--- config.mk ---
export PLATFORM = sky130hd
export DESIGN_NAME = uart_rx
export DESIGN_NICKNAME = d
export VERILOG_FILES = /design/src/rtl/uart_pkg.sv /design/src/rtl/uart_sync_2ff.sv /design/src/rtl/uart_rx.sv
export SDC_FILE = /design/constraint.sdc
export NUM_CORES = 1
export LEC_CHECK = 0
export CORE_MARGIN = 2
export CORE_UTILIZATION = 52
export DETAILED_ROUTE_END_ITERATION = 12
export PLACE_DENSITY = 0.84
export RECOVER_POWER = 100
export SLEW_MARGIN = 25
export SYNTH_ARGS = -nofsm -noshare
export SYNTH_HDL_FRONTEND = slang
export SYNTH_SLANG_ARGS = --single-unit
--- constraint.sdc ---
create_clock -name i_clk -period 1.9 [get_ports i_clk]
set_input_delay 0.38 -clock i_clk [delete_from_list [all_inputs] [get_ports i_clk]]
set_output_delay 0.38 -clock i_clk [all_outputs]
set_load 0.005 [all_outputs]
--- src/rtl/uart_pkg.sv ---
// Shared UART definitions: RX state encoding, frame constants and bit-timing helpers.
// The PARITY state exists only when UART_RX_PARITY_EN is defined.
package uart_pkg;

    localparam int unsigned DATA_BITS  = 8;
    localparam logic        IDLE_LEVEL = 1'b1;

    typedef enum logic [2:0] {
        RX_IDLE      = 3'd0,
        RX_START     = 3'd1,
        RX_DATA      = 3'd2,
`ifdef UART_RX_PARITY_EN
        RX_PARITY    = 3'd3,
`endif
        RX_STOP      = 3'd4,
        RX_WAIT_IDLE = 3'd5
    } rx_state_e;

    function automatic int unsigned clks_per_bit(input int unsigned clock_hz,
                                                 input int unsigned baud);
        return clock_hz / baud;
    endfunction

    // Counter value at which the middle of the start bit is reached.
    function automatic int unsigned half_bit(input int unsigned clock_hz,
                                             input int unsigned baud);
        return (clks_per_bit(clock_hz, baud) - 1) / 2;
    endfunction

endpackage

--- src/rtl/uart_sync_2ff.sv ---
// Two-flop synchronizer for an asynchronous single-bit input; both flops
// reset to RESET_VAL so the output reads as that level straight out of reset.
module uart_sync_2ff #(
    parameter logic RESET_VAL = 1'b0
) (
    input  logic i_clk,
    input  logic i_rstn,
    input  logic i_d,
    output logic o_q
);

    logic meta_q, meta_d;
    logic sync_q, sync_d;

    always_comb begin
        meta_d = i_d;
        sync_d = meta_q;
    end

    always_ff @(posedge i_clk or negedge i_rstn) begin
        if (!i_rstn) begin
            meta_q <= RESET_VAL;
            sync_q <= RESET_VAL;
        end else begin
            meta_q <= meta_d;
            sync_q <= sync_d;
        end
    end

    assign o_q = sync_q;

endmodule

--- src/rtl/uart_rx.sv ---
// Oversampling UART receiver, 8N1 by default; defining UART_RX_PARITY_EN adds a
// parity bit (8E1/8O1 via PARITY_ODD) and the o_rx_parity_err strobe.
module uart_rx
    import uart_pkg::*;
#(
    parameter int unsigned CLOCK_FREQUENCY = 100_000_000,
    parameter int unsigned BAUD_RATE       = 9600,
    parameter bit          PARITY_ODD      = 1'b0
) (
    input  logic       i_clk,
    input  logic       i_rstn,
    input  logic       i_rx_serial,
    output logic       o_rx_dv,
    output logic [7:0] o_rx_byte,
    output logic       o_rx_active,
    output logic       o_rx_frame_err
`ifdef UART_RX_PARITY_EN
    ,
    output logic       o_rx_parity_err
`endif
);

    localparam int unsigned CLKS_PER_BIT = clks_per_bit(CLOCK_FREQUENCY, BAUD_RATE);
    localparam int unsigned HALF         = half_bit(CLOCK_FREQUENCY, BAUD_RATE);
    localparam int unsigned CNT_W        = (CLKS_PER_BIT > 1) ? $clog2(CLKS_PER_BIT) : 1;
    localparam int unsigned IDX_W        = $clog2(DATA_BITS);

    localparam logic [CNT_W-1:0] CNT_LAST = CNT_W'(CLKS_PER_BIT - 1);
    localparam logic [CNT_W-1:0] CNT_HALF = CNT_W'(HALF);
    localparam logic [IDX_W-1:0] IDX_LAST = IDX_W'(DATA_BITS - 1);

`ifndef UART_RX_PARITY_EN
    // Without a parity bit the odd/even selection has nothing to act on.
    localparam bit unused_parity_odd = PARITY_ODD;
`endif

    logic rx_s;

    rx_state_e            state_q, state_d;
    logic [CNT_W-1:0]     clk_cnt_q, clk_cnt_d;
    logic [IDX_W-1:0]     bit_idx_q, bit_idx_d;
    logic [DATA_BITS-1:0] shift_q, shift_d;
    logic [DATA_BITS-1:0] byte_q, byte_d;
    logic                 dv_q, dv_d;
    logic                 frame_err_q, frame_err_d;
    logic                 active;
`ifdef UART_RX_PARITY_EN
    logic                 par_bad_q, par_bad_d;
    logic                 par_err_q, par_err_d;
`endif

    uart_sync_2ff #(
        .RESET_VAL(IDLE_LEVEL)
    ) u_sync (
        .i_clk  (i_clk),
        .i_rstn (i_rstn),
        .i_d    (i_rx_serial),
        .o_q    (rx_s)
    );

    always_ff @(posedge i_clk or negedge i_rstn) begin
        if (!i_rstn) begin
            state_q     <= RX_IDLE;
            clk_cnt_q   <= '0;
            bit_idx_q   <= '0;
            shift_q     <= '0;
            byte_q      <= '0;
            dv_q        <= 1'b0;
            frame_err_q <= 1'b0;
`ifdef UART_RX_PARITY_EN
            par_bad_q   <= 1'b0;
            par_err_q   <= 1'b0;
`endif
        end else begin
            state_q     <= state_d;
            clk_cnt_q   <= clk_cnt_d;
            bit_idx_q   <= bit_idx_d;
            shift_q     <= shift_d;
            byte_q      <= byte_d;
            dv_q        <= dv_d;
            frame_err_q <= frame_err_d;
`ifdef UART_RX_PARITY_EN
            par_bad_q   <= par_bad_d;
            par_err_q   <= par_err_d;
`endif
        end
    end

    always_comb begin
        state_d     = state_q;
        clk_cnt_d   = clk_cnt_q;
        bit_idx_d   = bit_idx_q;
        shift_d     = shift_q;
        byte_d      = byte_q;
        dv_d        = 1'b0;
        frame_err_d = 1'b0;
`ifdef UART_RX_PARITY_EN
        par_bad_d   = par_bad_q;
        par_err_d   = 1'b0;
`endif
        case (state_q)
            RX_IDLE: begin
                clk_cnt_d = '0;
                bit_idx_d = '0;
                if (rx_s != IDLE_LEVEL) begin
                    state_d = RX_START;
                end
            end
            RX_START: begin
                if (clk_cnt_q == CNT_HALF) begin
                    clk_cnt_d = '0;
                    state_d   = (rx_s != IDLE_LEVEL) ? RX_DATA : RX_IDLE;
                end else begin
                    clk_cnt_d = clk_cnt_q + 1'b1;
                end
            end
            RX_DATA: begin
                if (clk_cnt_q == CNT_LAST) begin
                    clk_cnt_d = '0;
                    shift_d   = {rx_s, shift_q[DATA_BITS-1:1]};
                    bit_idx_d = bit_idx_q + 1'b1;
                    if (bit_idx_q == IDX_LAST) begin
`ifdef UART_RX_PARITY_EN
                        state_d = RX_PARITY;
`else
                        state_d = RX_STOP;
`endif
                    end
                end else begin
                    clk_cnt_d = clk_cnt_q + 1'b1;
                end
            end
`ifdef UART_RX_PARITY_EN
            RX_PARITY: begin
                if (clk_cnt_q == CNT_LAST) begin
                    clk_cnt_d = '0;
                    par_bad_d = rx_s ^ (^shift_q) ^ PARITY_ODD;
                    state_d   = RX_STOP;
                end else begin
                    clk_cnt_d = clk_cnt_q + 1'b1;
                end
            end
`endif
            RX_STOP: begin
                // Leaving at mid-stop-bit lets an immediately following start bit be caught.
                if (clk_cnt_q == CNT_LAST) begin
                    clk_cnt_d = '0;
                    if (rx_s == IDLE_LEVEL) begin
                        byte_d  = shift_q;
                        dv_d    = 1'b1;
`ifdef UART_RX_PARITY_EN
                        par_err_d = par_bad_q;
`endif
                        state_d = RX_IDLE;
                    end else begin
                        frame_err_d = 1'b1;
                        state_d     = RX_WAIT_IDLE;
                    end
                end else begin
                    clk_cnt_d = clk_cnt_q + 1'b1;
                end
            end
            RX_WAIT_IDLE: begin
                if (rx_s == IDLE_LEVEL) begin
                    state_d = RX_IDLE;
                end
            end
            default: begin
                state_d = RX_IDLE;
            end
        endcase
    end

    always_comb begin
        active = (state_q != RX_IDLE) && (state_q != RX_WAIT_IDLE);
    end

    assign o_rx_dv        = dv_q;
    assign o_rx_byte      = byte_q;
    assign o_rx_active    = active;
    assign o_rx_frame_err = frame_err_q;
`ifdef UART_RX_PARITY_EN
    assign o_rx_parity_err = par_err_q;
`endif

endmodule
* Word-level counts from Yosys, hierarchy flattened
Index checks and enable logic that the tools add are counted.
** Storage, ports and cells
- Flip-flop bits (word level) :: 40
- Bits in latches :: 0
- Bits in writable memories :: 0
- ROM bits :: 0
- Input port bits :: 3
- Output and inout port bits :: 11
- Logic and storage cells :: 55
- Memories kept :: 0
** Operators by class
- $add $sub $neg :: 2
- $mul :: 0
- Div/mod/pow operators :: 0
- Magnitude comparators :: 0
- Equal/unequal tests :: 14
- Shifts and indexed selects :: 0
- Multiplexer cells :: 20
- Bitwise logic cells :: 0
- Reduce and logical (&&, ||, !) cells :: 10
** Operator list (count)
- $pmux W14 S3 :: 1
- $mux W14 :: 2
- $mux W3 :: 8
- $pmux W3 S5 :: 1
- $add A14 B1 Y14 const B :: 1
- $eq A14 B13 Y1 const B :: 1
- $eq A14 B14 Y1 const B :: 1
- $ne A2 B2 Y1 const B :: 5
- $eq A3 B3 Y1 const B :: 3
- $mux W1 :: 6
- $pmux W3 S2 :: 1
- $reduce_and A6 Y1 :: 1
- $reduce_bool A3 Y1 :: 2
- $reduce_and A2 Y1 :: 2
- $add A3 B1 Y3 const B :: 1
- $eq A3 B1 Y1 const B :: 1
- $eq A3 B2 Y1 const B :: 1
- $logic_not A3 Y1 :: 1
- $ne A3 B3 Y1 const B :: 1
- $reduce_and A3 Y1 :: 1
- $mux W2 :: 1
- $ne A2 B1 Y1 const B :: 1
- $reduce_bool A2 Y1 :: 1
- $reduce_or A2 Y1 :: 1
- $logic_and A1 B1 Y1 :: 1

* Logic depth before layout (Yosys ltp)
Gate-level depths: netlist of run 1.
- Depth after elaboration :: 4
- Gate-level depth with buffers :: 8
- Gate-level depth less buffers :: 6

* By module
Synthesis of run 1 repeated with hierarchy kept, for this count alone.
** Unflattened totals
- Cells, all modules :: 174
- Area, all modules :: 1961.9 µm²
** By module, submodules not included
- uart_rx :: instances 1, cells an instance 172, area each 1909.3 µm², seq. area each 950.9 µm²
- uart_sync_2ff :: instances 1, cells an instance 2, area each 52.6 µm², seq. area each 52.6 µm²

* Worst setup path after synthesis of run 1
No wires, ideal clock.
- Path kind :: register -> register
- Start :: reg clk_cnt_q[0]
- End :: reg clk_cnt_q[1]
- Library setup time :: 0.121 ns
- Arrival :: 1.991 ns
- Data required time :: 1.779 ns
- Path slack :: -0.212 ns
- Stages on the path, launching flop included :: 8
- Buffers on the path :: 2
- Period minus slack after synthesis :: 2.112 ns
- Cells stage by stage :: dfrtp_1 -> ha_1 -> nand4b_4 -> or4_1 -> buf_2 -> a22o_4 -> buf_6 -> a22o_1
** Between the ends
- Word-level cells in the longest chain between the ends :: 3
- Elaborated cells between the ends (all ways) :: 6
- Those cells by class :: 1 x add/sub; 2 x eq/ne; 3 x mux
** Ends and longest elaborated chain
- start: declaration :: line uart_rx.sv:40 : logic [CNT_W-1:0] clk_cnt_q, clk_cnt_d;
- start signal: assignment :: line uart_rx.sv:76 : clk_cnt_q <= clk_cnt_d;
- $add A14 B1 Y14, or another cell as far along :: line uart_rx.sv:114, uart_rx.sv:130, uart_rx.sv:160
- $mux W14 (on tied branches) :: line uart_rx.sv:118, uart_rx.sv:146, uart_rx.sv:110
- $pmux W14 S3 (*) :: line uart_rx.sv:101 : case (state_q)
Mark *: on every way between the ends. The rest lies on a longest branch, timed or not.
A chain may end at the register's enable or synchronous reset.

* Final worst setup path of run 1
- Start :: reg clk_cnt_q[1]
- End :: reg clk_cnt_q[6]
Same word-level chain as after synthesis.

==> flow_summary.yaml, run 1 <==
outcome:
  outcome: "finished, violations left"
  violations: "negative setup slack"
placed_design:
  place_congestion: 0.9088
  portBuffers: 13
  dpl_worst_slack_ns: -0.1100
  place_hpwl_um: 2813
logic_synthesis:
  synth_edf_count: 0
  yosys_warnings: 0
  netlist_instances: 170
  synthFlopType: "dfrtp_1"
  synth.most_common_cell: "dfrtp_1"
  ys_top_cells_by_count: "38 x dfrtp_1, 17 x mux2_2, 14 x nand2_1, 10 x a22o_1"
  ys_seq_elements: 40
  synth_cell_types: 40
  yosysTopAreaCell: "dfrtp_1"
  ys_async_sr_fraction_pct: 100.0
  syn_nets: 176
  synth_area_per_cell_um2: 11.28
  yosys.area.top_type_share_pct: 49.61
  yosysSeqAreaShare_pct: 52.35
  syn_area_um2: 1917
  synthTopCellsByArea: "dfrtp_1 50%, mux2_2 10%, a22o_1 4.6%"
sta:
  fmax_mhz: 497.6
  hold_ws_ns: 0.3060
  setup_tns_ns: -1.397
  setup_slack_ns: -0.1098
  maxSlewViolCount: 0
  period_needed_ns: 2.010
  skew_ns: 0.009487
  slew_headroom_pct: 36.46
  worst_pin_slew_ns: 0.9531
  setup_viol: 27
  rsz0062_at_grt: "true"
  finalHoldViolations: 0
  fin_crit_sh_pct: 105.8
worst_setup_path:
  required_ns: 2.07
  path_buf_inv: 0
  start_kind: "register"
  max_stage_delay_ns: 0.54
  cp-end-kind: "register"
  cp.depth: 6
  cp.arrival_ns: 2.18
  crit_path_max_fanout: 11
  path_cells: "ha_4 > nand4b_4 > or4_4 > a22o_2 > a21oi_1 > a31oi_1"
  reg2regPathDepth: 6
  cpMaxStageDelayCell: "or4_4"
  reg2reg_slack_ns: -0.11
  crit_family: "simple AND/OR/NAND/NOR gates"
  worstSetupPathType: "reg2reg"
detailed_routing:
  ant_nets: 0
  wire_per_inst_um: 17.71
  drt_iter0_drc: 105
  drt_pass1_iterations: 4
  num_vias: 1584
  vias_per_cell: 5.955
  wirelength_um: 4711
  drc_errors: 0
run:
  maxCapViolCount: 0
clocking:
  clockRootBuffer: "clkbuf_8"
  numCtsBuffers: 5
  tritoncts: "built"
  clk_pin_slew_ns: 0.08
  insertion_delay_ns: 0.29
  cts.htree.levels: 2
  cts_sinks: 40
  clockBufferDepth: 2
die:
  die_h_um: 64.72
  initial_utilization_pct: 53.16
  core_um2: 3606
  ios: 14
  rows: 22
  fp.dieArea_um2: 4188
  die_width_um: 64.72
global_route:
  grt_pass1_wl_um: 7590
  grt_overflow: 0
  antenna_found_initial: 0
  grt_max_degree: 41
  grt_use_total_pct: 23.43
  grt_pass1_vias: 1644
finish:
  utilization_pct: 69.99
  area.growth.synth_to_final_pct: 31.66
  fin_nets: 223
  antenna_cells: 0
  drive_above_1_share_pct: 37.61
power_and_ir_drop:
  p_per_area_nw_per_um2: 620.3
  p_leak_nw: 1.277
  peakVddDrop_mv: 0.3799
hold_path:
  worstHoldPathType: "in2async"
## layout by cell type (no fill, tap or decap), types with 2 or more instances in the layout
master          n
and2_1          2
nand2_1        14
nand2b_1        3
xnor2_1         2
nand4_1         3
a21oi_2         3
nor2_1          8
dfrtp_2         2
nand3_1         7
a22o_1         10
a21oi_1         6
inv_1           3
o21ai_0         2
a31oi_1         8
a21o_1          2
dlygate4sd3_1  11
ha_1            2
buf_6           6
mux2_2         17
dfrtp_1        36
nand3_2         2
and3_1          2
clkbuf_8        5
a22o_2          2
dfstp_2         2
nor2b_1         2
buf_4          26
## power by group
part	total [mW]	leakage [nW]	internal (mW)	switching, mW
registers	0.857	0.535	0.855	0.00201
logic	0.0202	0.686	0.00359	0.0167
clock network	0.689	0.0552	0.390	0.299
## through the flow
stage	area, µm²	power, mW	cells
2_1_floorplan	1938	0.8741	170
3_3_place_gp	2241	0.8947	246
3_5_place_dp	2241	0.8957	246
4_1_cts	2439	1.581	261
5_1_grt	2524	1.624	266
6_report	2524	1.566	266
## routing by layer
metal,track usage (%),part of all wire (%)
met5,0,0
met4,10.11,3.1
met3,6.250,5.0
met2,40.08,54
met1,27.64,38
## repair_timing
action,in CTS,in global routing
hold buffers,0,0
pin swaps,4,4
buffers inserted,5,4
gates cloned,2,1
gates resized for setup,9,13
setup endpoints to repair,24,33
## final timing paths
check / end / start
setup / recovery: clk_cnt_q[6] / clk_cnt_q[1]
hold / removal: clk_cnt_q[9] / i_rstn
setup reg to reg: clk_cnt_q[6] / clk_cnt_q[1]
hold reg to reg: u_sync.o_q / u_sync.meta_q
max in group asynchronous: state_q[0] / i_rstn
min in group i_clk: u_sync.o_q / u_sync.meta_q
## state kept, by name, summed over array words and instances, names as in the netlist
signal	cells
o_rx_byte	8
o_rx_frame_err	1
state_q	3
clk_cnt_q	14
bit_idx_q	3
u_sync.meta_q	1
u_sync.o_q	1
o_rx_dv	1
shift_q	8
## final cells by class
cell class | instances | area [µm²]
timing repair buffer | 46 | 391.6
clock buffer | 6 | 72.57
inverter | 3 | 11.26
multi-input combinational | 121 | 947.2
clock inverter | 2 | 35.03
fill | 252 | 1082
tap | 48 | 60.06
sequential | 40 | 1006
## cell families after synthesis
family                     synth area share [%]
DFF                                       52.35
and+or+nand+nor                           18.08
AOI/OAI and AO/OA                         13.58
adders and majority gates                 1.958
buffers and inverters                     3.133
xor gates and xnor gates                 0.9140
muxes                                     9.987
Note: power is estimated with default switching activity, not from simulation.
==> inputs of run 2 (changes only) <==
--- a/config.mk
+++ b/config.mk
@@ -6,9 +6,9 @@
 export NUM_CORES = 1
 export LEC_CHECK = 0
 export CORE_MARGIN = 2
-export CORE_UTILIZATION = 52
+export CORE_UTILIZATION = 53
 export DETAILED_ROUTE_END_ITERATION = 12
-export PLACE_DENSITY = 0.84
+export PLACE_DENSITY = 0.82
 export RECOVER_POWER = 100
 export SLEW_MARGIN = 25
 export SYNTH_ARGS = -nofsm -noshare
==> constraint.sdc (replaced) <==
create_clock -name i_clk -period 2 [get_ports i_clk]
set_input_delay 0.4 -clock i_clk [delete_from_list [all_inputs] [get_ports i_clk]]
set_output_delay 0.4 -clock i_clk [all_outputs]
set_load 0.005 [all_outputs]
==> flow_summary.yaml, run 2 (synthesized netlist as in run 1, its figures left out) <==
outcome:
  outcome: "completed"
die:
  initial_utilization_pct: 56.12
  core_um2: 3416
  rows: 21
  fp.dieArea_um2: 4114
  die_h_um: 64.14
  ios: 14
  die_width_um: 64.14
global_route:
  grt_pass1_vias: 1464
  grt_max_degree: 41
  grt_use_total_pct: 20.91
  antenna_found_initial: 0
  grt_pass1_wl_um: 6548
  grt_overflow: 0
worst_setup_path:
  path_cells: "ha_4 > nand4b_4 > or4_4 > a22o_4 > a21o_1 > a22o_1"
  cp-end-kind: "register"
  crit_path_max_fanout: 6
  max_stage_delay_ns: 0.54
  worstSetupPathType: "reg2reg"
  start_kind: "register"
  required_ns: 2.25
  cpMaxStageDelayCell: "or4_4"
  cp.arrival_ns: 2.20
clocking:
  cts.htree.levels: 2
  tritoncts: "built"
  insertion_delay_ns: 0.35
  numCtsBuffers: 5
  clockBufferDepth: 2
  clockRootBuffer: "clkbuf_4"
  clk_pin_slew_ns: 0.12
  cts_sinks: 40
  ctsHoldBuffers: 0
finish:
  largest_register_ff_count: 14
  utilization_pct: 68.64
  top_register: "clk_cnt_q"
  fin_nets: 212
  area.growth.synth_to_final_pct: 22.32
  final_cells: 253
  antenna_cells: 0
  drive_above_1_share_pct: 30.92
  mostFrequentLayoutCells: "36 x dfrtp_1, 20 x buf_4, 17 x mux2_2"
  mostFrequentLayoutCell: "dfrtp_1"
sta:
  worst_pin_slew_ns: 0.9639
  finalHoldViolations: 0
  period_needed_ns: 1.949
  setup_viol: 0
  slew_headroom_pct: 35.74
  maxSlewViolCount: 0
  fmax_mhz: 513.0
  skew_ns: 0.01503
  rsz0062_at_grt: "true"
  fin_crit_sh_pct: 97.46
detailed_routing:
  drc_errors: 0
  drt_pass1_iterations: 4
  ant_nets: 0
  wire_per_inst_um: 15.28
  wirelength_um: 3865
  drt_iter0_drc: 86
  num_vias: 1477
  vias_per_cell: 5.838
power_and_ir_drop:
  peakVddDrop_mv: 0.3445
  p_per_area_nw_per_um2: 576.4
  p_leak_nw: 1.199
placed_design:
  post-place-cells: 239
  portBuffers: 13
  place_congestion: 0.8533
  place_hpwl_um: 2549
hold_path:
  worstHoldPathType: "in2async"
run:
  maxCapViolCount: 0
## run 2: cell count changes in the layout (fill, tap and decap cells not counted), sizes merged
cell      before  now
clkinvlp       0    1
clkbuf         7    6
buf           33   22
## run 2: per-layer routing
| layer | share of wire, % | vias up | GRT usage [%] | wire length, µm |
|---|---|---|---|---|
| met5 | 0 | - | 0 | 0 |
| met4 | 2.1 | 0 | 8.245 | 81 |
| met3 | 4.1 | 7 | 6.338 | 157 |
| met2 | 51 | 35 | 34.90 | 1954 |
| met1 | 43 | 727 | 25.35 | 1671 |
| li1 | - | 708 | - | - |
## run 2: final timing paths
check                         startpoint  slack [ns]  depth (start not counted)      endpoint
setup / recovery            clk_cnt_q[1]        0.05                          6  clk_cnt_q[5]
hold / removal                    i_rstn        0.27                          2    shift_q[5]
setup reg to reg            clk_cnt_q[1]        0.05                          6  clk_cnt_q[5]
hold reg to reg            u_sync.meta_q        0.38                          0    u_sync.o_q
max in group asynchronous         i_rstn        1.07                          2    state_q[2]
min in group i_clk         u_sync.meta_q        0.38                          0    u_sync.o_q
## run 2: stage by stage
step | cell area (µm²) | setup WS, ns | hold WS, ns | power, mW | setup TNS [ns]
6_report | 2345 | 0.05081 | 0.2666 | 1.352 | 0
2_1_floorplan | 1938 | 0.01766 | 0.1044 | 0.8304 | 0
3_5_place_dp | 2201 | -0.005203 | 0.3550 | 0.8512 | -0.005203
3_3_place_gp | 2201 | 0.04289 | 0.3535 | 0.8498 | 0
5_1_grt | 2345 | -0.009860 | 0.3344 | 1.418 | -0.03306
4_1_cts | 2311 | 0.01933 | 0.08910 | 1.371 | 0
## run 2: power breakdown
part           internal [mW]  total (mW)  switching [mW]
combinational        0.00337      0.0194          0.0160
sequential             0.812       0.814         0.00185
clock                  0.261       0.518           0.258
total                   1.08        1.35           0.275
## run 2: area by class of cell
type | instances | area (µm²)
fillers | 260 | 1071
flip-flops and latches | 40 | 1006
multi-input cells | 121 | 899.6
repair buffers | 35 | 290.3
well taps | 46 | 57.56
clock inverters | 3 | 42.54
clock buffers | 5 | 37.54
inverters | 3 | 11.26
## run 2: worst max-delay path: cells and delay by family (launching register included)
kind                       cells  cell delay (ns)
and+or+nand+nor                2             0.66
AOI/OAI and AO/OA              3             0.60
DFF                            1             0.41
adders and majority gates      1             0.18
## run 2: repair_timing
| item | CTS | global route |
|---|---|---|
| endpoints found under the hold margin | 0 | 0 |
| setup endpoints to repair | 2 | 7 |
| cloned | 1 | 1 |
| pin swaps | 1 | 2 |
| resized for setup | 4 | 3 |
| setup buffers | 2 | 2 |
==> inputs of run 3 (changes only) <==
==> constraint.sdc (replaced) <==
create_clock -name i_clk -period 1.9 [get_ports i_clk]
set_input_delay 0.38 -clock i_clk [delete_from_list [all_inputs] [get_ports i_clk]]
set_output_delay 0.38 -clock i_clk [all_outputs]
set_load 0.005 [all_outputs]
==> flow_summary.yaml, run 3 (synthesized netlist as in run 1, its figures left out) <==
die:
  initial_utilization_pct: 56.12
  core_um2: 3416
  die_h_um: 64.14
  ios: 14
  fp.dieArea_um2: 4114
  rows: 21
  die_width_um: 64.14
clocking:
  insertion_delay_ns: 0.35
  clk_pin_slew_ns: 0.12
  tritoncts: "built"
  clockRootBuffer: "clkbuf_4"
  clockBufferDepth: 2
  cts.htree.levels: 2
  ctsHoldBuffers: 0
  cts_sinks: 40
  numCtsBuffers: 5
run:
  maxCapViolCount: 0
sta:
  maxSlewViolCount: 0
  hold_ws_ns: 0.2456
  setup_viol: 8
  setup_slack_ns: -0.08273
  fin_crit_sh_pct: 104.4
  slew_headroom_pct: 34.40
  finalHoldViolations: 0
  fmax_mhz: 504.4
  period_needed_ns: 1.983
  rsz0062_at_grt: "true"
  worst_pin_slew_ns: 0.9840
  skew_ns: 0.007684
hold_path:
  worstHoldPathType: "in2async"
global_route:
  antenna_found_initial: 0
  grt_pass1_vias: 1609
  grt_use_total_pct: 22.96
  grt_overflow: 0
  grt_max_degree: 41
  grt_pass1_wl_um: 7307
placed_design:
  portBuffers: 13
  dpl_worst_slack_ns: -0.1061
  place_hpwl_um: 2801
  place_congestion: 0.8841
  post-place-cells: 246
  place_area_um2: 2253
power_and_ir_drop:
  p_leak_nw: 1.272
  p_per_area_nw_per_um2: 518.5
  peakVddDrop_mv: 0.3076
worst_setup_path:
  worstSetupPathType: "reg2reg"
  max_stage_delay_ns: 0.58
  cp-end-kind: "register"
  path_cells: "or2_4 > or4_4 > a22o_4 > a21o_1 > a22o_1"
  crit_path_max_fanout: 5
  required_ns: 2.14
  start_kind: "register"
  cpMaxStageDelayCell: "or4_4"
  cp.arrival_ns: 2.23
  reg2reg_slack_ns: -0.08
detailed_routing:
  drt_pass1_iterations: 5
  wirelength_um: 4496
  num_vias: 1596
  drc_errors: 0
  wire_per_inst_um: 16.97
  ant_nets: 0
  drt_iter0_drc: 91
  vias_per_cell: 6.023
finish:
  top_register: "clk_cnt_q"
  drive_above_1_share_pct: 38.36
  mostFrequentLayoutCells: "35 x dfrtp_1, 28 x buf_4, 16 x mux2_2"
  largest_register_ff_count: 14
  area.growth.synth_to_final_pct: 31.14
  antenna_cells: 0
  fillers: 226
  final_area_um2: 2514
  mostFrequentLayoutCell: "dfrtp_1"
  final_cells: 265
  fin_nets: 224
outcome:
  outcome: "finished, violations left"
  violations: "negative setup slack"
-- run 3: cell count changes in the layout (fill, tap and decap cells not counted), sizes merged --
cell and delta:
clkinv +2, buf +12, clkinvlp -1, bufinv -1
-- run 3: where the power goes --
| group | switching (mW) | internal (mW) | total [mW] |
|---|---|---|---|
| Combinational | 0.0174 | 0.00354 | 0.0209 |
| Clock | 0.283 | 0.142 | 0.425 |
| Sequential | 0.00205 | 0.855 | 0.857 |
| Total | 0.303 | 1.00 | 1.30 |
-- run 3: path summary, 6_finish.rpt --
check                                    from            to  cells past startpoint
worst max-delay path             clk_cnt_q[9]  clk_cnt_q[5]                      5
worst min-delay path                   i_rstn  o_rx_byte[0]                      2
worst max register to register   clk_cnt_q[9]  clk_cnt_q[5]                      5
worst min register to register  u_sync.meta_q    u_sync.o_q                      0
max in group asynchronous              i_rstn    state_q[2]                      2
min in group i_clk              u_sync.meta_q    u_sync.o_q                      0
-- run 3: per-stage QoR --
| step | utilization, % | power, mW | TNS [ns] |
|---|---|---|---|
| after floorplan | - | 0.8741 | -0.8870 |
| after global placement | 65.97 | 0.8951 | -0.02570 |
| after detailed placement | 65.97 | 0.8959 | -0.1650 |
| after CTS | 70.84 | 1.309 | -0.1281 |
| after global routing | 73.59 | 1.355 | -1.207 |
| final | 73.59 | 1.303 | -0.3546 |
-- run 3: area by class of cell --
cell class | instances | area, µm² | area share (%)
Timing Repair Buffer | 47 | 397.9 | 15.83
Clock buffer | 5 | 37.54 | 1.493
Sequential cell | 40 | 1007 | 40.07
Tap cell | 46 | 57.56 | 2.290
Multi-Input combinational cell | 121 | 983.4 | 39.12
Inverter | 3 | 11.26 | 0.4480
Clock inverter | 3 | 18.77 | 0.7466
-- run 3: critical path, delay by kind of cell (launching register included) --
kind | cells | cell delay [ns]
AND/OR/NAND/NOR | 2 | 0.84
AO/OA/AOI/OAI | 3 | 0.63
flip-flops | 1 | 0.41
-- run 3: what timing repair did --
| item | 4_1_cts | 5_1_grt |
|---|---|---|
| setup buffers | 6 | 3 |
| hold endpoints to repair | 0 | 0 |
| gates cloned | 2 | 1 |
| setup endpoints to repair | 9 | 30 |
| pin swaps | 2 | 5 |
| resized for setup | 7 | 15 |
-- run 3: routing by layer --
layer | global-route usage, % | share of wire (%) | routed length, µm
met2 | 39.19 | 53 | 2370
met5 | 0 | 0 | 0
met4 | 10.90 | 2.0 | 89
met1 | 28.20 | 42 | 1868
met3 | 4.049 | 3.7 | 167
